--- src/rtl/alu_issue_queue.sv ---
// Issue queue in front of pipelined_alu: buffers tagged requests, issues one per cycle,
// and tracks tags through the fixed ALU latency so results come back paired with tag/err.
`timescale 1ns/1ps
module alu_issue_queue #(
    parameter int DEPTH   = 4,
    parameter int TAG_W   = 4,
    parameter int ALU_LAT = 2
) (
    input  logic                     clk,
    input  logic                     reset,
    input  logic                     in_valid,
    output logic                     in_ready,
    input  logic [7:0]               in_a,
    input  logic [7:0]               in_b,
    input  logic [2:0]               in_op,
    input  logic [TAG_W-1:0]         in_tag,
    input  logic                     hold,
    output logic [7:0]               alu_a,
    output logic [7:0]               alu_b,
    output logic [2:0]               alu_op,
    input  logic [15:0]              alu_result,
    output logic                     res_valid,
    output logic [TAG_W-1:0]         res_tag,
    output logic [15:0]              res_data,
    output logic                     res_err,
    output logic [$clog2(DEPTH):0]   count
);
    localparam int AW = $clog2(DEPTH);
    localparam logic [AW:0] FULL = (AW+1)'(DEPTH);

    typedef struct packed {
        logic [7:0]       a;
        logic [7:0]       b;
        logic [2:0]       op;
        logic [TAG_W-1:0] tag;
    } req_t;

    req_t                         r_mem [DEPTH];
    logic [AW-1:0]                r_wr_ptr;
    logic [AW-1:0]                r_rd_ptr;
    logic [AW:0]                  r_count;
    logic [ALU_LAT-1:0]           r_vld_pipe;
    logic [ALU_LAT-1:0]           r_err_pipe;
    logic [ALU_LAT-1:0][TAG_W-1:0] r_tag_pipe;

    logic w_push;
    logic w_pop;
    req_t w_head;

    assign w_head   = r_mem[r_rd_ptr];
    // Full test uses the pre-pop count, so a full queue never accepts in the cycle it pops.
    assign in_ready = reset && (r_count != FULL);
    assign w_push   = in_valid && in_ready;
    assign w_pop    = (r_count != '0) && !hold;

    // Idle cycles present op 111 so the ALU produces zero.
    assign alu_a  = w_pop ? w_head.a  : 8'h00;
    assign alu_b  = w_pop ? w_head.b  : 8'h00;
    assign alu_op = w_pop ? w_head.op : 3'b111;

    always_ff @(posedge clk) begin
        if (w_push) begin
            r_mem[r_wr_ptr] <= {in_a, in_b, in_op, in_tag};
        end
    end

    always_ff @(posedge clk) begin
        if (!reset) begin
            r_wr_ptr <= '0;
            r_rd_ptr <= '0;
            r_count  <= '0;
        end else begin
            if (w_push) r_wr_ptr <= r_wr_ptr + AW'(1);
            if (w_pop)  r_rd_ptr <= r_rd_ptr + AW'(1);
            case ({w_push, w_pop})
                2'b10:   r_count <= r_count + (AW+1)'(1);
                2'b01:   r_count <= r_count - (AW+1)'(1);
                default: r_count <= r_count;
            endcase
        end
    end

    // Tag tracker mirrors the ALU pipeline depth; clearing it on reset kills in-flight results.
    always_ff @(posedge clk) begin
        if (!reset) begin
            r_vld_pipe <= '0;
            r_tag_pipe <= '0;
            r_err_pipe <= '0;
        end else begin
            r_vld_pipe[0] <= w_pop;
            r_tag_pipe[0] <= w_pop ? w_head.tag : '0;
            r_err_pipe[0] <= w_pop && (w_head.op >= 3'b110);
            for (int i = 1; i < ALU_LAT; i++) begin
                r_vld_pipe[i] <= r_vld_pipe[i-1];
                r_tag_pipe[i] <= r_tag_pipe[i-1];
                r_err_pipe[i] <= r_err_pipe[i-1];
            end
        end
    end

    assign res_valid = r_vld_pipe[ALU_LAT-1];
    assign res_tag   = res_valid ? r_tag_pipe[ALU_LAT-1] : '0;
    assign res_err   = res_valid && r_err_pipe[ALU_LAT-1];
    assign res_data  = res_valid ? alu_result : 16'h0000;
    assign count     = r_count;

endmodule

--- config.mk ---
export PLATFORM = sky130hd
export DESIGN_NAME = alu_issue_queue
export DESIGN_NICKNAME = d
export VERILOG_FILES = /design/src/rtl/alu_issue_queue.sv
export SDC_FILE = /design/constraint.sdc
export NUM_CORES = 1
export LEC_CHECK = 0
export CAP_MARGIN = 20
export CORE_MARGIN = 5
export CORE_UTILIZATION = 45
export CTS_CLUSTER_DIAMETER = 200
export DETAILED_ROUTE_END_ITERATION = 7
export MAX_ROUTING_LAYER = met4
export PLACE_DENSITY = 0.71
export SYNTH_ARGS = -nofsm -noshare
export SYNTH_HDL_FRONTEND = slang
export SYNTH_SLANG_ARGS = --single-unit
--- constraint.sdc ---
create_clock -name clk -period 2.6 [get_ports clk]
set_clock_uncertainty 0.2 [all_clocks]
set_input_delay 0.52 -clock clk [delete_from_list [all_inputs] [get_ports clk]]
set_output_delay 0.52 -clock clk [all_outputs]
set_load 0.005 [all_outputs]
---- Word level (Yosys, flattened, before mapping) ----
Memory sizes are Yosys's and may differ from the RTL's. A register that Yosys moved wholly into a read port is not among the register bits.
Cells that the tools add are included.
storage, ports and cells
  register bits ........................... 19
  bits in latches ......................... 0
  RAM bits ................................ 92
  ROM bits ................................ 0
  input port bits ......................... 43
  output and inout bits ................... 45
  word-level logic and storage cells ...... 35
  memories ................................ 1
cells by class
  add/sub/neg operators ................... 4
  $mul .................................... 0
  div/mod/pow operators ................... 0
  order comparisons ....................... 1
  equal/unequal tests ..................... 3
  shift-type cells ........................ 0
  multiplexer cells ....................... 10
  bitwise logic cells ..................... 0
  reductions and logical operators ........ 9
memories
  name   depth  width  rd ports  clocked after Yosys merged registers in  wr ports  RTL line  RTL
  r_mem  4      23     1         1                                        1         38        req_t r_mem [DEPTH];
operators with widths
  kind                   count
  $mux W16               1
  $mux W8                2
  $pmux W3 S2            1
  $logic_and A1 B1 Y1    5
  $add A2 B1 Y2 const B  2
  $mux W2                2
  $mux W4                1
  $add A3 B1 Y3 const B  1
  $ge A3 B3 Y1 const B   1
  $mux W3                1
  $ne A3 B3 Y1 const B   1
  $reduce_bool A3 Y1     1
  $sub A3 B1 Y3 const B  1
  $eq A2 B1 Y1 const B   1
  $eq A2 B2 Y1 const B   1
  $mux W1                2
  $reduce_and A2 Y1      1
  $reduce_bool A2 Y1     1
  $logic_not A1 Y1       1

---- Depth between registers and ports, before layout ----
Gate-level depths: netlist of the first run.
  word-level depth ........................ 5
  depth in mapped cells ................... 10
  mapped depth without buffers ............ 9

---- Least setup slack after synthesis of the first run ----
No wires, ideal clock.
  path kind ............................... input to register
  from .................................... in hold
  to ...................................... reg r_count[2] (netlist: count[2])
  library setup time ...................... 0.073 ns
  data arrival time ....................... 2.112 ns
  data required time ...................... 2.327 ns
  slack ................................... 0.215 ns
  cell stages on the path ................. 9
  path buffers ............................ 1
  path through ............................ or2_1 -> clkinv_1 -> buf_2 -> ha_1 -> inv_1 -> fa_1 -> xor2_1 -> or3_1 -> a21oi_1
between the ends
  cells in the longest elaborated chain, start to end .. 4
  elaborated cells on any way between the ends .. 6
  classes of those cells .................. eq/ne (2); mux (1); reduce/logical (3)
ends and longest elaborated chain
  element                                                   RTL line  RTL
  start, declared                                           17        input logic hold,
  $logic_not A1 Y1 *                                        54        assign w_pop = (r_count != '0) && !hold;
  $logic_and A1 B1 Y1 *                                     54
  net w_pop                                                 47        logic w_pop;
  $eq A2 B1 Y1 / $eq A2 B2 Y1 (equally long branches)       75        case ({w_push, w_pop})
  $pmux W3 S2 / $reduce_bool A2 Y1 (equally long branches)  n/a
  end signal, assigned                                      76        2'b10: r_count <= r_count + (AW+1)'(1);
  end signal, assigned                                      77        2'b01: r_count <= r_count - (AW+1)'(1);
  end signal, assigned                                      78        default: r_count <= r_count;
  end, declared                                             41        logic [AW:0] r_count;
Mark *: on every way through the listed nets, which the timed path passes. The rest lies on a longest branch.
A chain may end at the register's enable or synchronous reset.

==> results of run 1 <==
-- metal layers --
layer  global-route usage, %  routed length (µm)  vias up
li1                        -                   -     1211
met1                   18.86                3582     1273
met2                   28.25                4689       93
met3                   5.684                 667        8
met4                   4.869                  55        0
met5                       -                   0        -
-- state kept, by name (all words and copies together) (netlist names), named ones only --
register    count
r_rd_ptr        2
count           3
r_vld_pipe      2
r_err_pipe      2
r_wr_ptr        2
r_mem          92
r_tag_pipe      8
-- layout by cell type (no fill, tap or decap), drive strengths merged, types with 2 or more instances in the layout --
master / count
mux4: 23
xor2: 2
or3: 5
and3: 4
nor3: 2
clkbuf: 25
nor2: 5
dfxtp: 21
ha: 5
inv: 12
nand2: 3
and2: 47
clkdlybuf4s50: 68
mux2i: 2
o21ai: 2
edfxtp: 92
a21oi: 6
buf: 61
clkinv: 5
-- worst max-delay path by stage --
stage,startpoint,endpoint,slack (ps)
2_1_floorplan,hold,count[2],210
3_3_place_gp,hold,alu_b[7],-180
3_5_place_dp,hold,alu_a[0],-190
4_1_cts,flip-flop,alu_op[1],-160
5_1_grt,flip-flop,alu_op[1],-200
6_report,flip-flop,alu_op[1],-120
-- where the power goes --
group	leakage (µW)	switching [µW]	internal [µW]
registers	0.00101	87.1	2110
logic	0.00103	567	905
clock network	0.000287	743	1420
-- cell type report --
| cell class | instances | area [µm²] | area share, % |
|---|---|---|---|
| clock inverters | 8 | 73.82 | 1.156 |
| well taps | 133 | 166.4 | 2.605 |
| flip-flops and latches | 113 | 3189 | 49.93 |
| multi-input cells | 111 | 1139 | 17.83 |
| repair buffers | 130 | 1276 | 19.98 |
| inverters | 11 | 41.29 | 0.6464 |
| clock buffers | 24 | 501.7 | 7.855 |
-- what timing repair did --
item / in CTS / in global routing
pin swaps: 19 / 1
hold buffers: 0 / 0
setup buffers: 14 / 1
setup endpoints to repair: 19 / 41
resized for setup: 95 / 16
-- cells by family (layout without fill, tap and decap cells) --
logic type / count (synthesis) / after routing
xor+xnor: 2 / 2
mux: 25 / 25
fa+ha+maj: 6 / 6
simple gates: 68 / 68
compound gates: 10 / 10
buf+inv: 21 / 173
flops: 113 / 113
-- worst register-to-register path: stages (launching register included) --
cell and delay [ps]:
dfxtp_1 440, nor3_4 70, or2_1 220, clkinv_1 110, ha_1 190, inv_1 60, fa_1 370, xor2_1 160
or3_1 300, a21oi_1 130
-- per-stage QoR --
stage / utilization (%) / power (µW) / setup WS [ps] / instance area (µm²) / TNS, ps
after floorplan: - / 2854 / 214.8 / 4407 / 0
after CTS: 65.37 / 5832 / -157.5 / 6331 / -1224
after global routing: 65.96 / 6121 / -203.9 / 6387 / -1951
after detailed placement: 58.33 / 3461 / -187.0 / 5649 / -3238
after global placement: 58.33 / 3428 / -181.4 / 5649 / -3142
final: 65.96 / 5834 / -124.2 / 6387 / -435.1
==> run metrics, run 1 <==
placed insts 483; FMAX 0.3671 GHz; Total Nets Final 433; DRC Markers 0; CTS tree yes; Detail Placement HPWL 5831 µm; clk root buf clkbuf_8; port bufs 87; RSZ-0062 raised after global routing yes; vias in the first global route 2761; Hold/Removal Path Class reg2reg; Final setup violation count 14; CP arrival 2000 ps; fillers 692; largest net degree at the start of global routing 23; global route overflow 0; GRT Total Usage 16.70%; IO Pins 88; final setup margin -124.2 ps; Antenna Cells 0; Adder-Cell Fraction of Synth Area 1.874%; Leak 0.002320 µW; Non-Filler Instances 530; synth top area cells edfxtp_1, mux4_2, dfxtp_1, and2_1, ha_1; Synth async-reset ratio 0%; Worst path top cell family by delay multiplexers; worst hold slack 233.6 ps; XOR/XNOR Fraction of Synth Area 0.3975%; CP Max Fanout 6; worst path required time 1880 ps; Final Hold Viols 0; critical path type reg2out; largest family of logic cells by synthesized area multiplexers; Critical Path End Type primary output; number of distinct library cells after synthesis 26; WL per Instance 16.97 µm; die width 109.0 µm; Min Clock Period, post-route 2724 ps; Slowest cell on crit path mux4_2; Reg2Reg Depth 9; initial DRC count 136; layout cells sized above 1 33.00%; Clock Latency Late Sink 500 ps; reg-to-reg critical path startpoint count[1]; worst vdd ir 0.0006059 V; r2r endpoint count[2]; CTS Buffer Depth 2; sequential share of the synthesized area 72.23%; YS warnings 0; net count after synthesis 294; crit-path cells buf_6, mux4_2, or3_1, buf_2; Final Max Tran Viols 0; post-synthesis cell area 4407 µm²; row count 36; die area 11870 µm²; Post-synth top flop edfxtp_1; max_slew headroom 81.26%; final period utilization 104.8%; Starting Density 45.50%; Detailed Route WL 8994 µm; simple-gate portion of the synthesized area 9.426%; Num CTS Buffers 17; area leader, netlist edfxtp_1; Post-synth EDFFs 92; GP Congestion 0.7454; Hold Path Depth 1; Core ar. 9684 µm²; most common cell in the netlist edfxtp_1; average instance area after synthesis 17.99 µm²; Final ANT Viol Nets 0; synth cell count leaders edfxtp_1, and2_1, mux4_2; Worst Tran Pin Value 281.1 ps; number of synthesized register bits 113; post-synth top area share 62.69%; Cell Pwr Density 913.3 nW/µm²; cells after synthesis 245; max-cap viol count 0; htree depth 4; Via-to-Cell Ratio 4.877; Largest stage delay, worst path 530 ps; violated checks setup timing; First-pass DRT Iterations 4; Synth-to-Final Area Change 44.95%; post-synthesis compound-gate area fraction 1.363%; r2r setup slk 280 ps; initial antenna violation count 0; WHS Endpoint r_err_pipe[1]; Reg clk slew, reported paths 50 ps; Sink Count 113; die span in y 109.0 µm; WP depth 4; detailed-route via count 2585; first-pass GRT wire length 14010 µm; Crit path buffers/inverters 2; mux cell area share after synthesis 12.21%; status finished, violations left; CP startpoint kind flip-flop; Min-Delay Startpoint r_err_pipe[0]
No activity file was read; power rests on OpenSTA's default activity.
==> run 2: changes to the inputs <==
ABC_AREA = 1   (was not set)
SLEW_MARGIN = 20   (was not set)
==> run 2 against run 1 <==
Against the previous run: the flow now finishes without violations; die area increased by 3.3%; non-clock buffer count decreased by 17; wire length increased by 16%; register-to-register slack improved by 320 ps; global-route usage increased by 1.1 points; cell count increased by 29%; critical path depth increased by 1; total power decreased by 2.6%; fmax increased by 8.5%; synthesized cell count increased by 73%; first-iteration DRC count increased by 110%; critical endpoint is now alu_a[2]; design area decreased by 0.12%.
==> run metrics, run 2 <==
status completed; Post-synth EDFFs 92; number of distinct library cells after synthesis 19; DRC Markers 0; global route overflow 0; Synth-to-Final Area Change 39.70%; area leader, netlist edfxtp_1; most frequent cells in the layout edfxtp_1, nor2_1, clkdlybuf4s50_1; initial DRC count 279; port bufs 87; Non-Filler Instances 684; Min Clock Period, post-route 2510 ps; GP Congestion 0.7940; fillers 771; CTS tree yes; max FFs per register 92; Detailed Route WL 10420 µm; worst vdd ir 0.0006741 V; CP arrival 1790 ps; Worst path top cell family by delay buffers and inverters; Core ar. 9819 µm²; Cell Pwr Density 890.8 nW/µm²; Reg clk slew, reported paths 60 ps; net count after synthesis 472; first-pass GRT wire length 16610 µm; vias in the first global route 3360; Total Nets Final 587; die area 12260 µm²; FMAX 0.3984 GHz; CTS Buffer Depth 2; placed insts 644; GRT Total Usage 17.76%; CP startpoint kind flip-flop; synth cell count leaders edfxtp_1, nor2_1, nand2_1; Pwr Total 5683 µW; cells after synthesis 423; largest net degree at the start of global routing 24; average instance area after synthesis 10.80 µm²; Synth async-reset ratio 0%; Crit path buffers/inverters 3; Worst Tran Pin Value 345.0 ps; Post-synth top flop edfxtp_1; Via-to-Cell Ratio 4.874; Final Hold Viols 0; commonest non-fill, non-tap cell in the layout edfxtp_1; clk root buf clkbuf_8; crit-path cells inv_6, buf_6, o21ai_0, a21oi_1, dlygate4sd2_1; Num CTS Buffers 17; sequential share of the synthesized area 69.70%; Clock Latency Late Sink 500 ps; max-cap viol count 0; Antenna Cells 0; CP Max Fanout 14; synth top area cells edfxtp_1, dfxtp_1, nor2_1, nand2_1, inv_1; die width 110.7 µm; Hold/Removal Path Class reg2reg; YS warnings 0; critical path type reg2out; most common cell in the netlist edfxtp_1; layout cells sized above 1 13.97%; max_slew headroom 77.00%; IO Pins 88; number of synthesized register bits 113; Top reg by flops r_mem; Slowest cell on crit path dfxtp_4; Leak 0.002698 µW; Critical Path End Type primary output; Final setup violation count 0; row count 36; post-synthesis cell area 4567 µm²; Sink Count 113; Detail Placement HPWL 6519 µm; Starting Density 46.51%; post-synth top area share 60.49%; htree depth 4; initial antenna violation count 0; detailed-route via count 3334; Final Max Tran Viols 0; Hold Buf Count CTS 0; Final ANT Viol Nets 0; final period utilization 96.54%; die span in y 110.7 µm; WL per Instance 15.23 µm; worst path required time 1880 ps; First-pass DRT Iterations 5; Largest stage delay, worst path 410 ps
[run 2: cell families after synthesis]
family | after synthesis | synth area share (%)
and+or+nand+nor | 161 | 13.75
DFF | 113 | 69.70
adders and majority gates | 6 | 1.808
buffers and inverters | 73 | 7.068
AOI/OAI and AO/OA | 70 | 7.671
[run 2: cell type report]
type / count / area [µm²] / area share (%)
clock buffer: 17 / 414.1 / 6.491
timing repair buffer: 113 / 1169 / 18.32
sequential: 113 / 3193 / 50.05
clock inverter: 15 / 142.6 / 2.236
multi-input combinational: 237 / 1075 / 16.85
tap: 133 / 166.4 / 2.608
inverter: 56 / 220.2 / 3.452
[run 2: routing by layer]
layer	track usage, %	up-vias	wire, µm
li1	-	1628	-
met2	28.64	134	5182
met4	6.240	0	79
met1	21.02	1562	4383
met3	5.786	10	774
met5	-	-	0
[run 2: worst reg2reg max path: stages, from the launching register on]
cell     delay (ps)
dfxtp_2         350
inv_1            70
nand2_1         100
nand2_2         110
inv_2           120
ha_1            170
inv_1            60
fa_1            370
inv_1            60
nand2_1          50
nand3_1          80
nand2_1          60
nand2_1          50
nor2_1           40
[run 2: repair_timing]
| item | 4_1_cts | 5_1_grt |
|---|---|---|
| hold endpoints to repair | 0 | 0 |
| gates cloned | 0 | 1 |
| pin swaps | 2 | 3 |
| setup endpoints to repair | 41 | 10 |
| setup buffers | 3 | 4 |
| resized for setup | 29 | 26 |
[run 2: worst paths after layout]
path | startpoint | endpoint | slack [ps] | cells after the start
min reg2reg | r_vld_pipe[0] | r_vld_pipe[1] | 210 | 2
min | r_vld_pipe[0] | r_vld_pipe[1] | 210 | 2
max reg2reg | count[2] | count[2] | 600 | 13
max | flip-flop | alu_a[2] | 90 | 5
[run 2: report_power, final]
group | total, µW | switching (µW) | internal (µW)
Sequential | 2170 | 80.2 | 2090
Combinational | 1350 | 717 | 635
Clock | 2160 | 809 | 1350
Total | 5680 | 1610 | 4080
[run 2: through the flow]
step           util [%]  setup TNS, ps  area [µm²]  worst slack [ps]  hold WS, ps
6_report          64.97              0        6380             89.85        205.1
3_5_place_dp      57.93         -741.3        5688            -89.54        194.7
4_1_cts           64.13         -731.9        6297            -136.6        205.3
3_3_place_gp      57.93         -663.8        5688            -44.15        193.7
2_1_floorplan         -              0        4567             274.7        190.5
5_1_grt           64.97        -0.3011        6380           -0.3011        239.3
==> run 3: changes to the inputs <==
CTS_CLUSTER_SIZE = 28   (was not set)
==> results of run 3 <==
The final DEF is identical to that of run 2; final timing and power are the same.
